## src/rtl/power_meas_ctrl.sv

```systemverilog
// rtl/power_meas_ctrl.sv - command sequencer that programs power_integrate, runs it and streams per-window results
module power_meas_ctrl #(
  parameter logic [7:0]  SR_SCALE        = 8'd0,
  parameter logic [7:0]  SR_INTEGRATE    = 8'd1,
  parameter logic [7:0]  SR_POWER_ENABLE = 8'd2,
  parameter int unsigned TIMEOUT         = 1048576
) (
  input  logic        clk,
  input  logic        reset_n,
  input  logic        cmd_valid,
  output logic        cmd_ready,
  input  logic [15:0] cmd_integrate,
  input  logic [3:0]  cmd_scale,
  input  logic [7:0]  cmd_windows,
  input  logic        abort,
  output logic        set_stb,
  output logic [7:0]  set_addr,
  output logic [31:0] set_data,
  output logic        run,
  input  logic [31:0] power_in,
  input  logic        power_strobe,
  output logic [31:0] o_tdata,
  output logic        o_tlast,
  output logic        o_tvalid,
  input  logic        o_tready,
  output logic        busy,
  output logic        done,
  output logic [2:0]  err
);

  localparam int TW = $clog2(TIMEOUT) + 1;
  // STOP lands exactly TIMEOUT cycles after the last strobe, hence the -2.
  localparam logic [TW-1:0] TMO_LIM = TW'(TIMEOUT - 2);

  typedef enum logic [2:0] {IDLE, CFG_SCALE, CFG_INT, CFG_EN, MEASURE, STOP, DRAIN} state_t;

  state_t        r_state, w_next;
  logic [15:0]   r_integrate;
  logic [7:0]    r_windows;
  logic [7:0]    r_count;
  logic [TW-1:0] r_tmo;
  logic          r_set_stb;
  logic [7:0]    r_set_addr;
  logic [31:0]   r_set_data;
  logic [31:0]   r_tdata;
  logic          r_tlast, r_tvalid, r_done;
  logic [2:0]    r_err;

  logic          w_hs, w_bad, w_strobe, w_load, w_drop, w_final, w_tmo, w_abort;
  logic          w_tvalid_next, w_done_next;
  logic [2:0]    w_err_set;
  logic          w_set_stb;
  logic [7:0]    w_set_addr;
  logic [31:0]   w_set_data;

  always_ff @(posedge clk or negedge reset_n) begin
    if (!reset_n) r_state <= IDLE;
    else          r_state <= w_next;
  end

  always_comb begin
    w_next        = r_state;
    w_hs          = 1'b0;
    w_bad         = 1'b0;
    w_strobe      = 1'b0;
    w_final       = 1'b0;
    w_tmo         = 1'b0;
    w_set_stb     = 1'b0;
    w_set_addr    = 8'd0;
    w_set_data    = 32'd0;
    w_tvalid_next = r_tvalid && !o_tready;
    w_abort       = abort && (r_state inside {CFG_SCALE, CFG_INT, CFG_EN, MEASURE});
    case (r_state)
      IDLE: begin
        if (cmd_valid) begin
          w_hs   = 1'b1;
          w_bad  = (cmd_integrate == 16'd0) || (cmd_windows == 8'd0);
          w_next = w_bad ? IDLE : CFG_SCALE;
        end
      end
      CFG_SCALE: w_next = CFG_INT;
      CFG_INT:   w_next = CFG_EN;
      CFG_EN:    w_next = MEASURE;
      MEASURE: begin
        w_strobe = power_strobe;
        w_final  = power_strobe && (r_count + 8'd1 == r_windows);
        w_tmo    = !power_strobe && (r_tmo == TMO_LIM);
        if (w_final || w_tmo) w_next = STOP;
      end
      STOP:    w_next = DRAIN;
      DRAIN:   if (r_done) w_next = IDLE;
      default: w_next = IDLE;
    endcase
    if (w_abort) w_next = STOP;

    w_load = w_strobe && (!r_tvalid || o_tready);
    w_drop = w_strobe && !w_load;
    if (w_load) w_tvalid_next = 1'b1;
    w_err_set   = {w_abort || w_bad, w_drop, w_tmo && !w_abort};
    w_done_next = w_bad || ((w_next == DRAIN) && !w_tvalid_next);

    // Every write state lasts one cycle, so the next state identifies the write to issue.
    case (w_next)
      CFG_SCALE: begin w_set_stb = 1'b1; w_set_addr = SR_SCALE;        w_set_data = {28'd0, cmd_scale}; end
      CFG_INT:   begin w_set_stb = 1'b1; w_set_addr = SR_INTEGRATE;    w_set_data = {16'd0, r_integrate}; end
      CFG_EN:    begin w_set_stb = 1'b1; w_set_addr = SR_POWER_ENABLE; w_set_data = 32'd1; end
      STOP:      begin w_set_stb = 1'b1; w_set_addr = SR_POWER_ENABLE; w_set_data = 32'd0; end
      default: ;
    endcase
  end

  always_ff @(posedge clk or negedge reset_n) begin
    if (!reset_n) begin
      r_integrate <= 16'd0;
      r_windows   <= 8'd0;
      r_count     <= 8'd0;
      r_tmo       <= '0;
      r_set_stb   <= 1'b0;
      r_set_addr  <= 8'd0;
      r_set_data  <= 32'd0;
      r_tdata     <= 32'd0;
      r_tlast     <= 1'b0;
      r_tvalid    <= 1'b0;
      r_done      <= 1'b0;
      r_err       <= 3'd0;
    end else begin
      r_set_stb  <= w_set_stb;
      r_set_addr <= w_set_addr;
      r_set_data <= w_set_data;
      r_done     <= w_done_next;
      if (w_hs) begin
        r_integrate <= cmd_integrate;
        r_windows   <= cmd_windows;
        r_err       <= w_err_set;
      end else begin
        r_err <= r_err | w_err_set;
      end
      if (r_state != MEASURE) r_count <= 8'd0;
      else if (w_strobe)      r_count <= r_count + 8'd1;
      if (r_state != MEASURE || w_strobe) r_tmo <= '0;
      else if (r_tmo != TMO_LIM)          r_tmo <= r_tmo + 1'b1;
      r_tvalid <= w_tvalid_next;
      if (w_load) begin
        r_tdata <= power_in;
        r_tlast <= w_final && !w_abort;
      end else begin
        r_tlast <= r_tlast && w_tvalid_next;
      end
    end
  end

  assign cmd_ready = (r_state == IDLE);
  assign busy      = (r_state != IDLE);
  assign run       = (r_state == MEASURE);
  assign set_stb   = r_set_stb;
  assign set_addr  = r_set_addr;
  assign set_data  = r_set_data;
  assign o_tdata   = r_tdata;
  assign o_tlast   = r_tlast;
  assign o_tvalid  = r_tvalid;
  assign done      = r_done;
  assign err       = r_err;

endmodule

```

## config.mk

```make
export PLATFORM = sky130hd
export DESIGN_NAME = power_meas_ctrl
export DESIGN_NICKNAME = d
export VERILOG_FILES = /design/src/rtl/power_meas_ctrl.sv
export SDC_FILE = /design/constraint.sdc
export NUM_CORES = 1
export LEC_CHECK = 0
export CAP_MARGIN = 10
export CORE_ASPECT_RATIO = 1.5
export CORE_UTILIZATION = 51
export DETAILED_ROUTE_END_ITERATION = 7
export PLACE_DENSITY = 0.85
export SYNTH_ARGS = -nofsm -noshare
export SYNTH_HDL_FRONTEND = slang
export SYNTH_SLANG_ARGS = --single-unit
```

## constraint.sdc

```tcl
create_clock -name clk -period 2.8 [get_ports clk]
set_input_delay 0.28 -clock clk [delete_from_list [all_inputs] [get_ports clk]]
set_output_delay 0.28 -clock clk [all_outputs]
set_load 0.005 [all_outputs]
```

==> reports/qor_table.md <==
| Item | This run |
| --- | --- |
| Number of inserted filler cells in the final layout | 666 |
| Worst reg2reg endpoint | o_tlast |
| Antenna viol nets, final | 0 |
| Number of warnings reported in the yosys synthesis log | 0 |
| Critical path's slowest cell | sky130_fd_sc_hd__or3b_1 |
| Share of synthesized registers carrying an async set or reset | 1.000 |
| Count of non-filler cells in the finished layout | 734 |
| Post-synth EDFFs | 0 |
| Starting density of the core | 0.5285 |
| Total Nets Final | 675 |
| Post-route minimum period | 2465 ps |
| Overall die width | 84.05 um |
| Buffer count from post-CTS setup fixing | 0 |
| Largest driver fanout on the critical path | 10 |
| Post-route fraction of the period consumed by the critical path | 0.8804 |
| Leakage power | 3.128 nW |
| Largest incremental delay on the critical path | 640 ps |
| Per-instance average area after synthesis | 10.86 um2 |
| Cell taking the most area after synthesis | sky130_fd_sc_hd__dfrtp_1 |
| Number of hold violations in the final report | 10 |
| Fraction of layout cells with a size suffix above 1 | 0.1341 |
| Post-DR wirelength/cell | 16.51 um |
| Number of cells after detailed placement | 702 |
| Worst slack, placed | 505.9 ps |
| Cell types occupying the most area after synthesis | sky130_fd_sc_hd__dfrtp_1, sky130_fd_sc_hd__nand2_1, sky130_fd_sc_hd__mux2_2 |
| Most frequent cells in the layout | sky130_fd_sc_hd__clkdlybuf4s50_1, sky130_fd_sc_hd__dfrtp_1, sky130_fd_sc_hd__nand2_1 |
| Final count of negative-setup-slack endpoints | 0 |
| Wire length of the first global-routing pass | 20090 um |
| Crit end category | output port |
| Sort of element at the start of the critical path | flop |
| TritonCTS sink count | 113 |
| Max Freq | 405.7 MHz |
| Worst hold margin | -33.76 ps |
| CTS tree | done |
| Vias in the first global route | 4033 |
| Synth-to-Final Area Change | 37.00% |
| Multi-input gate area in the final layout | 2092 um2 |
| Later-pin clock latency in the skew report | 420 ps |
| Startpoint of the worst register-to-register path | r_state[1] |
| Number of cells upsized or downsized after cts | 0 |
| Height of the die | 125.1 um |
| # H-tree levels | 4 |
| PnR worst setup slack | 334.9 ps |
| Clock transition at path regs | 50 ps |
| DRC violation count after routing | 26 |
| Hold Path Class | in2async |
| WS Path Type | reg2out |
| Initial drt markers | 289 |
| Pwr per Cell Area | 994.8 nW/um2 |
| Total area of sequential cells | 2828 um2 |
| Fin Setup TNS | 0 ps |
| Violated checks | design-rule violations, negative hold slack |
| Routed vias/inst | 5.405 |
| Worst Reg-to-Reg Cells | 6 |
| Count of distinct cell types in the synthesized netlist | 54 |
| Hold-fix buffers at CTS | 0 |
| RSZ-0062 raised after global routing | false |
| Worst relative slew slack | 0.4138 |
| Area enclosed by the die boundary | 10510 um2 |
| Core Box Area | 9744 um2 |
| Main synth FF type | sky130_fd_sc_hd__dfrtp_1 |
| Placement Cell Area | 6427 um2 |
| Via Count | 3967 |
| Gpl congestion | 0.8466 |
| Worst clock skew | 9.200 ps |
| Share of the yosys chip area belonging to registers | 0.5491 |
| Outcome | finished, violations left |
| #FFs+latches synth | 113 |
| Number of CTS-inserted buffers | 17 |
| Final core utilization | 0.7241 |
| Number of diodes | 0 |
| Input/output buffers | 125 |
| Clk buf depth | 2 |
| Number of standard cells after synthesis | 474 |
| Post-route design area | 7056 um2 |
| Drt pass-1 iters | 7 |
| Required time of the critical path | 2520 ps |
| Slew at the pin with the worst max-slew slack | 879.3 ps |
| Worst path arrival time | 2190 ps |
| Most common cell after layout, fill and taps aside | sky130_fd_sc_hd__clkdlybuf4s50_1 |
| Total global routing overflow | 0 |
| All-Layer GR Usage | 0.2491 |
| R2r setup slk | 550 ps |
| I/O Pins | 148 |
| Maximum number of pins on one net before global-route repair | 72 |
| Count of maximum capacitance violations | 0 |
| Largest vdd supply drop | 0.0005918 V |
| Ordered list of cells on the worst path | or3b_1 > clkinv_8 > clkdlybuf4s50_1 |
| Count of final max-slew check failures | 0 |
| Antenna violations before repair | 0 |
| Post-Syn Area | 5150 um2 |
| Total half-perimeter wirelength after legalization and detailed placement | 8494 um |
| Total wire length after detailed routing | 12120 um |
| Number of rows in the core area | 44 |
| Final Power | 7.019 mW |
| Share of the synthesized area in the top cell type | 0.5491 |
| Cell at the root of the clock tree | sky130_fd_sc_hd__clkbuf_16 |
==> report_power, final <==
group / total (mW) / switching (mW) / internal [mW]
Sequential: 2.53 / 0.339 / 2.19
Clock: 2.28 / 0.768 / 1.51
Combinational: 2.21 / 0.927 / 1.28
Total: 7.02 / 2.03 / 4.99
==> layout make-up <==
type / instances / area share
clock buffers: 19 / 0.06278
clock inverters: 13 / 0.02625
inverters: 8 / 0.006029
multi-input cells: 333 / 0.2965
flip-flops and latches: 113 / 0.4008
well taps: 115 / 0.02039
repair buffers: 133 / 0.1873
==> synthesized netlist by cell type (6+ instances only) <==
cell,count
sky130_fd_sc_hd__xnor2_1,20
sky130_fd_sc_hd__nand2_1,97
sky130_fd_sc_hd__buf_2,6
sky130_fd_sc_hd__clkbuf_1,9
sky130_fd_sc_hd__xor2_1,13
sky130_fd_sc_hd__nand3_1,9
sky130_fd_sc_hd__mux2_2,32
sky130_fd_sc_hd__a211oi_1,10
sky130_fd_sc_hd__dfrtp_1,113
sky130_fd_sc_hd__and2_1,12
sky130_fd_sc_hd__inv_1,7
sky130_fd_sc_hd__nand4_1,7
sky130_fd_sc_hd__nor2_1,35
sky130_fd_sc_hd__o21ai_0,7
sky130_fd_sc_hd__a21oi_1,6
sky130_fd_sc_hd__buf_4,24
==> worst max path at each step <==
stage	start	endpoint	cells past startpoint
4_1_cts	r_state[1]	run	3
6_report	r_state[1]	run	3
3_5_place_dp	cmd_windows[4]	set_data[15]	7
2_1_floorplan	r_state[1]	o_tlast	7
5_1_grt	r_state[2]	run	3
3_3_place_gp	cmd_windows[4]	set_data[13]	7
==> kinds of logic after synthesis <==
| family | after synthesis | share of synthesized area |
|---|---|---|
| AOI/OAI and AO/OA | 45 | 0.06827 |
| xor gates and xnor gates | 33 | 0.05612 |
| adders and majority gates | 3 | 0.007289 |
| buffers and inverters | 49 | 0.06001 |
| DFF | 113 | 0.5491 |
| muxes | 33 | 0.07192 |
| other | 1 | 0.0007282 |
| and+or+nand+nor | 197 | 0.1866 |
==> state kept, by name, indices dropped and copies added (netlist names) <==
register / count
done: 1
err: 3
o_tdata: 32
o_tlast: 1
o_tvalid: 1
r_count: 8
r_integrate: 16
r_state: 3
r_tmo: 21
r_windows: 8
set_addr: 2
set_data: 16
set_stb: 1
==> layer usage <==
| metal | vias to the layer above | global-route usage | routed length, um |
|---|---|---|---|
| met5 | - | 0 | 0 |
| met1 | 1933 | 0.2884 | 4468 |
| met2 | 172 | 0.4262 | 6360 |
| met3 | 36 | 0.06535 | 859 |
| met4 | 0 | 0.1217 | 427 |
| li1 | 1826 | - | - |
==> worst max-delay path: cells and delay by family, from the launching register on <==
family | cells | cell delay, ps
buffers and inverters | 2 | 650
DFF | 1 | 470
and+or+nand+nor | 1 | 640
(Power assumes the default switching activity.)
